--- src/rtl/pipelined_adder_pkg.sv ---
// Shared constants and the stage-record type for the pipelined adder.
// Holds the default WIDTH/STAGES and the per-stage register layout.
package pipelined_adder_pkg;

    localparam int DEFAULT_WIDTH  = 16;
    localparam int DEFAULT_STAGES = 4;
    // Upper bound on WIDTH; stage records are sized to it.
    localparam int MAX_WIDTH      = 64;

    typedef logic [MAX_WIDTH-1:0] word_t;

    // One pipeline register: operands shift right as segments are
    // consumed, partial sum fills in from the bottom.
    typedef struct packed {
        logic  valid;
        logic  carry;
        word_t psum;
        word_t a_rem;
        word_t b_rem;
    } stage_t;

endpackage

--- src/rtl/pipelined_adder_if.sv ---
// Operand/result handshake bundle for the pipelined adder.
// slave: adder side (in_valid,a,b,carry_in,out_ready in; rest out).
// master: producer/consumer side. overflow only with
// PIPELINED_ADDER_OVF_EN.
interface pipelined_adder_if
    import pipelined_adder_pkg::*;
#(
    parameter int WIDTH = DEFAULT_WIDTH
);
    logic             in_valid;
    logic             in_ready;
    logic [WIDTH-1:0] a;
    logic [WIDTH-1:0] b;
    logic             carry_in;
    logic             out_valid;
    logic             out_ready;
    logic [WIDTH-1:0] sum;
    logic             carry_out;
`ifdef PIPELINED_ADDER_OVF_EN
    logic             overflow;
`endif

    modport slave (
        input  in_valid, a, b, carry_in, out_ready,
`ifdef PIPELINED_ADDER_OVF_EN
        output overflow,
`endif
        output in_ready, out_valid, sum, carry_out
    );

    modport master (
        output in_valid, a, b, carry_in, out_ready,
`ifdef PIPELINED_ADDER_OVF_EN
        input  overflow,
`endif
        input  in_ready, out_valid, sum, carry_out
    );

endinterface

--- src/rtl/adder_segment.sv ---
// Combinational W-bit ripple add with carry in/out.
// Ports: a, b (W bits), cin -> s (W bits), cout.
module adder_segment #(
    parameter int W = 4
) (
    input  logic [W-1:0] a,
    input  logic [W-1:0] b,
    input  logic         cin,
    output logic [W-1:0] s,
    output logic         cout
);

    always_comb begin
        {cout, s} = {1'b0, a} + {1'b0, b} + {{W{1'b0}}, cin};
    end

endmodule

--- src/rtl/pipelined_adder.sv ---
// STAGES-deep pipelined adder: {carry_out,sum} = a + b + carry_in.
// Ports: clk, rst_n (async, active low), bus (pipelined_adder_if.slave).
// Optional signed overflow output: define PIPELINED_ADDER_OVF_EN.
module pipelined_adder
    import pipelined_adder_pkg::*;
#(
    parameter int WIDTH  = DEFAULT_WIDTH,
    parameter int STAGES = DEFAULT_STAGES
) (
    input logic              clk,
    input logic              rst_n,
    pipelined_adder_if.slave bus
);

    localparam int SEG = (STAGES >= 1) ? WIDTH / STAGES : 1;

    if (STAGES < 1 || (WIDTH % SEG) != 0 || SEG * STAGES != WIDTH
        || WIDTH > MAX_WIDTH) begin : g_bad_cfg
        $error("pipelined_adder: WIDTH must split evenly into STAGES");
    end

    logic [STAGES-1:0] vld;
    logic [STAGES:0]   adv;

    // A stage may load when it is empty or its successor moves on.
    always_comb begin
        adv         = '0;
        adv[STAGES] = bus.out_ready;
        for (int k = STAGES - 1; k >= 0; k--) begin
            adv[k] = !vld[k] || adv[k+1];
        end
    end

    assign bus.in_ready = adv[0];

    for (genvar k = 0; k < STAGES; k++) begin : g_stage
        stage_t         src;
        stage_t         q;
        logic [SEG-1:0] seg_s;
        logic           seg_c;

        if (k == 0) begin : g_first
            assign src = '{valid: bus.in_valid,
                           carry: bus.carry_in,
                           psum:  '0,
                           a_rem: word_t'(bus.a),
                           b_rem: word_t'(bus.b)};
        end else begin : g_next
            assign src = g_stage[k-1].q;
        end

        adder_segment #(.W(SEG)) u_seg (
            .a    (src.a_rem[SEG-1:0]),
            .b    (src.b_rem[SEG-1:0]),
            .cin  (src.carry),
            .s    (seg_s),
            .cout (seg_c)
        );

        always_ff @(posedge clk or negedge rst_n) begin
            if (!rst_n) begin
                q <= '0;
            end else if (adv[k]) begin
                q <= '{valid: src.valid,
                       carry: seg_c,
                       psum:  src.psum | (word_t'(seg_s) << (k * SEG)),
                       a_rem: src.a_rem >> SEG,
                       b_rem: src.b_rem >> SEG};
            end
        end

        assign vld[k] = q.valid;

`ifdef PIPELINED_ADDER_OVF_EN
        if (k == STAGES - 1) begin : g_ovf
            logic ovf_q;
            // Carry into the MSB is recovered from the MSB operand and
            // sum bits; registered alongside the last stage.
            always_ff @(posedge clk or negedge rst_n) begin
                if (!rst_n) begin
                    ovf_q <= 1'b0;
                end else if (adv[k]) begin
                    ovf_q <= src.a_rem[SEG-1] ^ src.b_rem[SEG-1]
                           ^ seg_s[SEG-1] ^ seg_c;
                end
            end
        end
`endif
    end

    assign bus.out_valid = g_stage[STAGES-1].q.valid;
    assign bus.sum       = g_stage[STAGES-1].q.psum[WIDTH-1:0];
    assign bus.carry_out = g_stage[STAGES-1].q.carry;
`ifdef PIPELINED_ADDER_OVF_EN
    assign bus.overflow  = g_stage[STAGES-1].g_ovf.ovf_q;
`endif

endmodule

--- src/flat_wrapper.sv ---
// flat-port wrapper written by rule: the top's interface ports become plain ports
module pipelined_adder_flat import pipelined_adder_pkg::*;
#(
    parameter int WIDTH  = DEFAULT_WIDTH,
    parameter int STAGES = DEFAULT_STAGES
)
  (clk, rst_n, bus_in_valid, bus_a, bus_b, bus_carry_in, bus_out_ready, bus_in_ready, bus_out_valid, bus_sum, bus_carry_out);
  pipelined_adder_if #(.WIDTH(WIDTH)) bus_i ();
  input logic clk;
  input logic rst_n;
  input wire logic [$bits(bus_i.in_valid)-1:0] bus_in_valid;
  input wire logic [$bits(bus_i.a)-1:0] bus_a;
  input wire logic [$bits(bus_i.b)-1:0] bus_b;
  input wire logic [$bits(bus_i.carry_in)-1:0] bus_carry_in;
  input wire logic [$bits(bus_i.out_ready)-1:0] bus_out_ready;
  output wire logic [$bits(bus_i.in_ready)-1:0] bus_in_ready;
  output wire logic [$bits(bus_i.out_valid)-1:0] bus_out_valid;
  output wire logic [$bits(bus_i.sum)-1:0] bus_sum;
  output wire logic [$bits(bus_i.carry_out)-1:0] bus_carry_out;
  assign bus_i.in_valid = bus_in_valid;
  assign bus_i.a = bus_a;
  assign bus_i.b = bus_b;
  assign bus_i.carry_in = bus_carry_in;
  assign bus_i.out_ready = bus_out_ready;
  assign bus_in_ready = bus_i.in_ready;
  assign bus_out_valid = bus_i.out_valid;
  assign bus_sum = bus_i.sum;
  assign bus_carry_out = bus_i.carry_out;
  pipelined_adder #(.WIDTH(WIDTH), .STAGES(STAGES)) u_core (.clk(clk), .rst_n(rst_n), .bus(bus_i));
endmodule
--- config.mk ---
export PLATFORM = sky130hd
export DESIGN_NAME = pipelined_adder_flat
export DESIGN_NICKNAME = d
export VERILOG_FILES = /design/src/rtl/pipelined_adder_pkg.sv /design/src/rtl/pipelined_adder_if.sv /design/src/rtl/adder_segment.sv /design/src/rtl/pipelined_adder.sv /design/src/flat_wrapper.sv
export SDC_FILE = /design/constraint.sdc
export NUM_CORES = 1
export LEC_CHECK = 0
export ABC_AREA = 0
export CAP_MARGIN = 20
export CORE_UTILIZATION = 30
export CTS_BUF_LIST = sky130_fd_sc_hd__clkbuf_16
export CTS_CLUSTER_DIAMETER = 150
export DETAILED_ROUTE_END_ITERATION = 16
export DONT_BUFFER_PORTS = 1
export GPL_TIMING_DRIVEN = 0
export HOLD_SLACK_MARGIN = 0.02
export PLACE_DENSITY = 0.54
export SKIP_LAST_GASP = 1
export SYNTH_ARGS = -nofsm -noshare
export SYNTH_HDL_FRONTEND = slang
export SYNTH_HIERARCHICAL = 1
export SYNTH_SLANG_ARGS = --single-unit
--- constraint.sdc ---
create_clock -name clk -period 4.7 [get_ports clk]
set_input_delay 1.41 -clock clk [delete_from_list [all_inputs] [get_ports clk]]
set_output_delay 1.41 -clock clk [all_outputs]
set_load 0.01 [all_outputs]
==> results.txt, run 1 <==
Slowest CP cell = or2_1
Max Clock Skew = 0.00807 ns
Remaining DRCs = 0
Register-to-register setup slack = 2.87 ns
Dpl cell area = 4480 um^2
Nets = 339
H-tree levels = 3
Unique masters post-synth = 19
Pwr/cell area = 515 nW/um^2
CTS hold repair buffers = 0
Fin Setup TNS = 0 ns
Top delay family on crit path = simple AND/OR/NAND/NOR gates
CTS Sinks = 96
Crit share post-route = 77.7%
Worst-Margin Slew = 0.671 ns
Layout area overhead = 12.3%
Aggregate global-route resource usage = 11.2%
Static leakage = 2.17 nW
Hold WC Path Type = flop to flop
Mapped Area = 4260 um^2
Crit path DAT = 2.24 ns
Peak supply drop = 147 uV
Pins Over Slew Limit = 0
Worst r2r dst = u_core/bus.carry_out
Post-synth EDFFs = 0
Syn avg cell area = 15.7 um^2
Post-DP HPWL = 5060 um
WP buf/inv = 2
Post-place setup slack = 1.03 ns
Launching point of the worst reg2reg path = u_core/g_stage[2].q[64]
Number of buffers created by CTS = 9
Die footprint = 14700 um^2
Synth Warn # = 6
Drt wl/cell = 15.6 um
Crit path time final = 3.65 ns
Max incr delay on CP = 0.26 ns
Critical Path RT = 3.29 ns
Final Cell Area = 4780 um^2
Pin count of the biggest net entering global routing = 97
Routed WL = 7290 um
Final setup fails = 0
TritonRoute pass-1 iters = 4
CP max FO = 10
Clock transition at path regs = 0.07 ns
Min-Delay Endpoint = u_core/g_stage[1].q[193]
ANT cells = 0
Worst setup path class = primary input to output pin
Worst-Skew Late Latency = 0.34 ns
Status = finished, final reports clean
GRT Residual Overflow = 0
Via count = 2050
MaxCap Viol Count = 0
Syn Nets = 328
Row count = 43
# IOs = 56
Critical Path Source Type = primary input
Layout cells sized above 1 = 42.2%
Final hold vios = 0
Sequential area share after synthesis = 56.5%
Die extent in y = 121 um
Max Freq = 274 MHz
Core area = 13900 um^2
DR vias/cell = 4.39
RSZ-0062 raised after global routing = false
Hold wc startpoint = u_core/g_stage[0].q[193]
Asr flop ratio synth = 100%
Iteration-0 DRC Markers = 60
Post-CTS Setup Bufs = 0
GPL Wtd Cong = 0.680
Port Buf Inserts = 0
Max clock buf depth = 2
Flops & latches, synth = 96
Worst hold stages = 2
Initial Utilization = 30.7%
Vias in the first global route = 2160
Post-CTS Resized = 0
Type of element capturing the critical path = output pin
Crit path cell chain = nand4b_4, or2_1, buf_2, buf_6
Worst setup margin = 1.05 ns
Worst R2R Path Depth = 7
Antenna violations before repair = 0
CTS tree = done
ANT nets after route = 0
First-pass GRT wire length = 11900 um
Clock Tree Root = clkbuf_16
Die Wd = 121 um
Most used flip-flop cell after synthesis = dfrtp_1
Worst rel slew slack = 55.3%
Cells after Synth = 271
[kinds of logic after synthesis]
family	share of synthesized area (%)
flops	56.5
simple gates	2.73
fa+ha+maj	7.29
compound gates	2.00
mux	26.8
xor+xnor	1.65
buf+inv	3.06
[state kept, by name, summed over array words and instances (netlist names)]
| name | cells |
|---|---|
| u_core/bus.carry_out | 1 |
| u_core/bus.out_valid | 1 |
| u_core/bus.sum | 16 |
| u_core/g_stage.q | 78 |
[where the power goes]
group          total, mW  switching, mW  internal [mW]
logic              0.505          0.188          0.317
registers           1.23          0.180           1.05
clock network      0.720          0.308          0.412
total               2.46          0.677           1.78
[cells in the final DEF, fill, tap and decap left out]
cell type   Yosys  routed
buf_1           2       2
inv_1          17      17
buf_2           5       5
nand3b_1        1       1
nand2_1         1       1
mux2_4         28      28
clkinvlp_4      0       2
clkbuf_16       0       9
nand4b_4        1       1
clkinv_4        0       2
a21oi_2         4       4
xnor2_1         8       8
or2_1           1       1
dfrtp_1        96      96
bufinv_16       0       1
nand2b_1        8       8
clkinv_2        0       2
a21o_1          4       4
ha_1           12      12
nor2b_1         4       4
fa_1            8       8
mux2_2         64      64
buf_6           3       3
o21ai_0         4       4
[cell type report]
type	instances	area, um^2
fillers	1371	9100
flip-flops and latches	96	2400
well taps	180	225
plain buffers	10	66.3
clock buffers	9	225
multi-input cells	148	1720
clock inverters	7	72.6
inverters	17	63.8
[worst min-delay path: stages (launching register included)]
cell	delay (ns)
dfrtp_1	0.32
inv_1	0.05
nand2_1	0.05
[worst max-delay path by stage]
| stage | from | end | slack (ns) | cells after the start |
|---|---|---|---|---|
| 3_5_place_dp | bus_out_ready | bus_in_ready | 1.03 | 4 |
| 4_1_cts | bus_out_ready | bus_in_ready | 1.03 | 4 |
| 3_3_place_gp | bus_out_ready | bus_in_ready | 1.02 | 4 |
| 2_1_floorplan | bus_out_ready | bus_in_ready | 1.15 | 4 |
| 6_report | bus_out_ready | bus_in_ready | 1.05 | 4 |
| 5_1_grt | bus_out_ready | bus_in_ready | 0.97 | 4 |
[cells in the mapped netlist (2+ instances only)]
cell | instances | share of area [%]
nor2b_1 | 4 | 0.59
mux2_2 | 64 | 17
o21ai_0 | 4 | 0.47
mux2_4 | 28 | 9.9
buf_1 | 2 | 0.18
fa_1 | 8 | 3.8
dfrtp_1 | 96 | 56
ha_1 | 12 | 3.5
buf_2 | 5 | 0.59
inv_1 | 17 | 1.5
buf_6 | 3 | 0.79
xnor2_1 | 8 | 1.6
a21oi_2 | 4 | 0.82
a21o_1 | 4 | 0.71
nand2b_1 | 8 | 1.2
[stage by stage]
stage | instances | hold slack, ns | util (%) | total power [mW]
final | 467 | 0.449 | 34.4 | 2.46
after global routing | 467 | 0.486 | 34.4 | 2.63
after CTS | 467 | 0.452 | 34.4 | 2.51
after detailed placement | 451 | 0.442 | 32.3 | 1.78
after global placement | 451 | 0.434 | 32.3 | 1.75
after floorplan | 271 | 0.410 | - | 1.63
[layer usage]
metal | vias up | GRT usage, % | part of all wire [%]
met1 | 1046 | 14.6 | 45
met5 | - | 0 | 0
li1 | 951 | - | -
met2 | 41 | 16.4 | 47
met3 | 12 | 3.43 | 5.8
met4 | 0 | 6.25 | 2.2
No activity file was read; power rests on OpenSTA's default activity.
==> inputs of run 2 (changes only) <==
Settings changed: ABC_AREA 0 to 1, PLACE_DENSITY 0.54 to 0.55.
Clock period 4.7 ns to 3.1 ns, I/O delays scaled along.
==> run 2 against run 1 <==
  * Core utilization grew 0.41 points
  * Total power grew 51%
  * First-iteration DRC count grew to 3.4 times the previous value
  * Synthesized cell count grew 87%
  * Non-clock buffer count grew 10
  * Critical endpoint unchanged
==> results.txt, run 2 <==
Die Wd = 122 um
Synth top area share = 55.4%
Die extent in y = 122 um
DP Cell Count = 687
PnR Total Power = 3.71 mW
Unique masters post-synth = 22
Sequential area share after synthesis = 55.4%
Final setup fails = 0
CTS hold repair buffers = 0
Fin Setup TNS = 0 ns
CTS tree = done
Hold Slack = 0.284 ns
Register-to-register setup slack = 1.43 ns
Routed WL = 8820 um
Max clock buf depth = 2
Fin cells = 703
Die footprint = 14900 um^2
Top-count cell post-synth = nand2_1
Remaining DRCs = 0
Aggregate global-route resource usage = 12.9%
Critical Path RT = 2.17 ns
Layout area overhead = 12.4%
Post-CTS Resized = 0
Worst-Margin Slew = 0.484 ns
Crit share post-route = 86.0%
H-tree levels = 3
Mapped Area = 4340 um^2
Pins Over Slew Limit = 0
Via count = 3063
Port Buf Inserts = 0
Vias in the first global route = 3094
Row count = 43
Syn avg cell area = 8.55 um^2
Type of element capturing the critical path = output pin
Number of buffers created by CTS = 9
Layout cells sized above 1 = 6.31%
Max Freq = 375 MHz
CP max FO = 10
Iteration-0 DRC Markers = 203
# IOs = 56
Crit path DAT = 1.74 ns
Most flops, register = u_core/g_stage.q
Max reg flops = 78
Most frequent cells in the layout = nand2_1 (270), dfrtp_1 (96), nand3_1 (41), inv_1 (31), ha_1 (12)
Worst R2R Path Depth = 6
DR vias/cell = 4.36
Most used flip-flop cell after synthesis = dfrtp_1
Cells after Synth = 507
CTS Sinks = 96
Worst r2r dst = u_core/g_stage[2].q[137]
ANT cells = 0
Flops & latches, synth = 96
Status = finished, final reports clean
Final hold vios = 0
Asr flop ratio synth = 100%
Core area = 14000 um^2
Hold WC Path Type = primary input to asynchronous set/reset pin
Worst rel slew slack = 67.7%
Drt wl/cell = 12.5 um
Syn Nets = 564
Worst-Skew Late Latency = 0.34 ns
Post-CTS Setup Bufs = 0
Pwr/cell area = 762 nW/um^2
Worst setup path class = primary input to output pin
Nets = 575
RSZ-0062 raised after global routing = false
Post-DP HPWL = 6460 um
Crit path time final = 2.67 ns
First-pass GRT wire length = 14900 um
Post-synth EDFFs = 0
Launching point of the worst reg2reg path = u_core/g_stage[1].q[64]
Commonest non-fill, non-tap cell in the layout = nand2_1
Clock Tree Root = clkbuf_16
Synth area leaders = dfrtp_1 (55%), nand2_1 (23%), nand3_1 (4.7%)
ANT nets after route = 0
Synth Warn # = 6
Antenna violations before repair = 0
GRT Residual Overflow = 0
MaxCap Viol Count = 0
Pin count of the biggest net entering global routing = 97
Critical Path Source Type = primary input
Initial Utilization = 31.0%
Clock transition at path regs = 0.06 ns
Static leakage = 2.61 nW
TritonRoute pass-1 iters = 4
Peak supply drop = 303 uV
Layout filler cell count = 1503
Synth cell count leaders = nand2_1 (270), dfrtp_1 (96), nand3_1 (41)
Max Clock Skew = 0.00609 ns
Synth area leader = dfrtp_1
GPL Wtd Cong = 0.821
## run 2: cells by family after synthesis
family,count (synthesis),share of synthesized area (%)
and+or+nand+nor,321,29.5
AOI/OAI and AO/OA,12,1.39
buffers and inverters,54,5.71
xor gates and xnor gates,4,0.808
adders and majority gates,20,7.16
DFF,96,55.4
## run 2: how the worst max path moves through the flow
stage                         startpoint            to  slack (ns)  cells past startpoint
floorplan                  bus_out_ready  bus_in_ready        0.73                      3
global placement           bus_out_ready  bus_in_ready        0.44                      3
detailed placement         bus_out_ready  bus_in_ready        0.44                      3
CTS                        bus_out_ready  bus_in_ready        0.43                      3
global route        u_core/bus.out_valid  bus_in_ready        0.35                      4
finish                     bus_out_ready  bus_in_ready        0.43                      3
## run 2: power breakdown
part | internal, mW | total (mW) | switching [mW] | leakage, nW
Clock | 0.699 | 1.16 | 0.460 | 0.154
Sequential | 1.56 | 1.80 | 0.241 | 1.15
Combinational | 0.302 | 0.753 | 0.451 | 1.30
Total | 2.56 | 3.71 | 1.15 | 2.61
## run 2: final cells by class
type | instances | area [um^2] | area share, %
Buffer | 20 | 120 | 2.47
Clock buffer | 9 | 225 | 4.62
Clock inverter | 7 | 86.3 | 1.77
Inverter | 34 | 128 | 2.62
Multi-Input combinational cell | 357 | 1690 | 34.6
Sequential cell | 96 | 2400 | 49.3
Tap cell | 180 | 225 | 4.62
## run 2: per-stage QoR
stage	util [%]	cell area, um^2	setup WS (ns)
final	34.8	4870	0.434
after global routing	34.8	4870	0.353
after CTS	34.8	4870	0.432
after detailed placement	32.6	4560	0.435
after global placement	32.6	4560	0.436
after floorplan	-	4340	0.735
## run 2: critical path, cell delays in order
cell and delay [ns]:
nor2_4 0.23, nand4_1 0.29, buf_2 0.29
## run 2: metal layers
layer	track usage (%)	vias up	wire length, um
met2	19.8	72	3840
met3	3.81	12	514
met1	17.4	1400	4340
met4	4.50	0	120
li1	-	1579	-
met5	0	-	0
==> inputs of run 3 (changes only) <==
Settings changed: CORE_MARGIN set to 4, SYNTH_HIERARCHICAL 1 to not set.
==> run 3 against run 2 <==
  * Die area grew 5.3%
  * Sequential power is essentially flat
  * Largest cell class unchanged
  * Register-to-register slack lost 0.04 ns
  * Critical endpoint unchanged
  * Hold slack gained 0.0053 ns
==> results.txt, run 3 <==
Port Buf Inserts = 0
Synth area leader = dfrtp_1
Dominant cell type by count on the critical path = buf_2
DR vias/cell = 4.30
Clock transition at path regs = 0.07 ns
Remaining DRCs = 0
Max incr delay on CP = 0.24 ns
Drt wl/cell = 13.0 um
Register-to-register setup slack = 1.39 ns
GPL Wtd Cong = 0.755
Vias in the first global route = 2921
Mapped Area = 4140 um^2
ANT nets after route = 0
RSZ-0062 raised after global routing = false
Crit share post-route = 85.5%
Met1 Resource Use GR = 14.3%
Critical Path Start = bus_out_ready
Most used flip-flop cell after synthesis = dfrtp_1
Top delay family on crit path = buffers and inverters
Layer with the highest usage = met2
CTS tree = done
DP Cell Count = 624
Layout cells sized above 1 = 8.84%
Number of buffers created by CTS = 9
Synth Warn # = 0
Crit path DAT = 1.72 ns
Worst-Skew Late Latency = 0.33 ns
Final Cell Area = 4680 um^2
Worst setup margin = 0.451 ns
Core area = 13400 um^2
# IOs = 56
Initial Utilization = 30.9%
Type of element capturing the critical path = output pin
Slowest CP cell = buf_2
Routed WL = 8340 um
Post-place setup slack = 0.439 ns
Static leakage = 2.37 nW
Max clock buf depth = 2
Synth area leaders = dfrtp_1 (58%), nand2_1 (15%), o21ai_0 (5.2%)
Worst rel slew slack = 61.6%
Asr flop ratio synth = 100%
Worst setup path class = primary input to output pin
Peak supply drop = 243 uV
MaxCap Viol Count = 0
Most frequent cells in the layout = nand2_1 (169), dfrtp_1 (96), inv_1 (45), o21ai_0 (43), o21ai_1 (19)
Antenna violations before repair = 0
Worst-Margin Slew = 0.576 ns
Max Clock Skew = 0.00521 ns
Row count = 42
Nets = 516
Post-CTS Setup Bufs = 0
Die footprint = 15700 um^2
GRT Residual Overflow = 0
H-tree levels = 3
Post-DP HPWL = 6210 um
Die Wd = 125 um
Aggregate global-route resource usage = 11.0%
Final setup fails = 0
Worst R2R Path Depth = 5
Sequential area share after synthesis = 58.1%
Commonest non-fill, non-tap cell in the layout = nand2_1
First-pass GRT wire length = 14200 um
Dpl cell area = 4360 um^2
Clock Tree Root = clkbuf_16
WP buf/inv = 2
Post-synth EDFFs = 0
Met3 GRT Util = 4.18%
Pwr/cell area = 768 nW/um^2
Unique masters post-synth = 24
Hold WC Path Type = primary input to asynchronous set/reset pin
Layout area overhead = 13.1%
Crit path time final = 2.65 ns
Synth top area share = 58.1%
Pin count of the biggest net entering global routing = 97
Max Freq = 377 MHz
Synth cell count leaders = nand2_1 (169), dfrtp_1 (96), inv_1 (45)
Fin Setup TNS = 0 ns
Status = finished, final reports clean
GR Layer Usage met2 = 17.7%
Syn Nets = 505
Crit path to = bus_in_ready
Flops & latches, synth = 96
Launching point of the worst reg2reg path = u_core.g_stage[0].q[192]
Top-count cell post-synth = nand2_1
Final hold vios = 0
Via count = 2750
Cells after Synth = 448
WP depth = 4
Max reg flops = 78
Critical Path RT = 2.17 ns
Post-CTS Resized = 0
Die extent in y = 125 um
Fin cells = 640
ANT cells = 0
Crit path cell chain = nor2_2, nand4_1, buf_2, buf_2
CTS Sinks = 96
Worst r2r dst = u_core.g_stage[1].q[134]
Critical Path Source Type = primary input
Most flops, register = u_core.g_stage.q
CP max FO = 10
Pins Over Slew Limit = 0
Iteration-0 DRC Markers = 177
CTS hold repair buffers = 0
TritonRoute pass-1 iters = 4
Syn avg cell area = 9.24 um^2
==> run 3: changes by cell type in the layout (fill, tap and decap cells not counted), sizes merged, moves of 2 or more <==
cell	before	now
nand2	270	171
o21ai	4	62
nand3	42	10
inv	34	49
or2	2	5
xnor2	4	1
a21oi	8	6
clkbuf	15	13
clkinv	5	3
xor2	0	2
==> run 3: routing by layer <==
layer | part of all wire, % | up-vias
met4 | 1.2 | 0
met5 | 0 | -
met2 | 44 | 60
met3 | 7.0 | 8
li1 | - | 1414
met1 | 48 | 1268
==> run 3: worst min path at each step <==
stage / end / startpoint / slack, ns / cells past startpoint
CTS: u_core.bus.sum[9] / rst_n / 0.27 / 0
finish: u_core.bus.sum[9] / rst_n / 0.29 / 0
global placement: u_core.g_stage[1].q[193] / u_core.g_stage[0].q[193] / 0.45 / 1
global route: u_core.bus.sum[9] / rst_n / 0.27 / 0
detailed placement: u_core.g_stage[1].q[193] / u_core.g_stage[0].q[193] / 0.45 / 1
floorplan: u_core.g_stage[1].q[193] / u_core.g_stage[0].q[193] / 0.43 / 1
==> run 3: power by group <==
part           switching [mW]  total (mW)  internal [mW]
Combinational           0.388       0.645          0.257
Sequential              0.223        1.78           1.56
Clock                   0.459        1.17          0.708
==> run 3: kinds of logic (layout without fill, tap and decap cells) <==
| kind of cell | Yosys count | count (layout) | synth area share, % |
|---|---|---|---|
| flops | 96 | 96 | 58.1 |
| xor+xnor | 3 | 3 | 0.635 |
| buf+inv | 66 | 82 | 6.77 |
| fa+ha+maj | 20 | 20 | 7.50 |
| compound gates | 69 | 69 | 8.41 |
| simple gates | 194 | 194 | 18.6 |
==> run 3: cell type report <==
type,instances,area (um^2)
fill,1360,8720
clock buffer,9,225
inverter,48,180
sequential,96,2400
multi-input combinational,286,1460
buffer,18,100
tap,176,220
clock inverter,7,95.1
==> run 3: through the flow <==
stage / power, mW / utilization [%] / hold WS, ns
floorplan: 2.25 / - / 0.434
global placement: 2.44 / 32.5 / 0.447
detailed placement: 2.47 / 32.5 / 0.451
CTS: 3.65 / 34.9 / 0.274
global route: 3.85 / 34.9 / 0.272
finish: 3.59 / 34.9 / 0.290
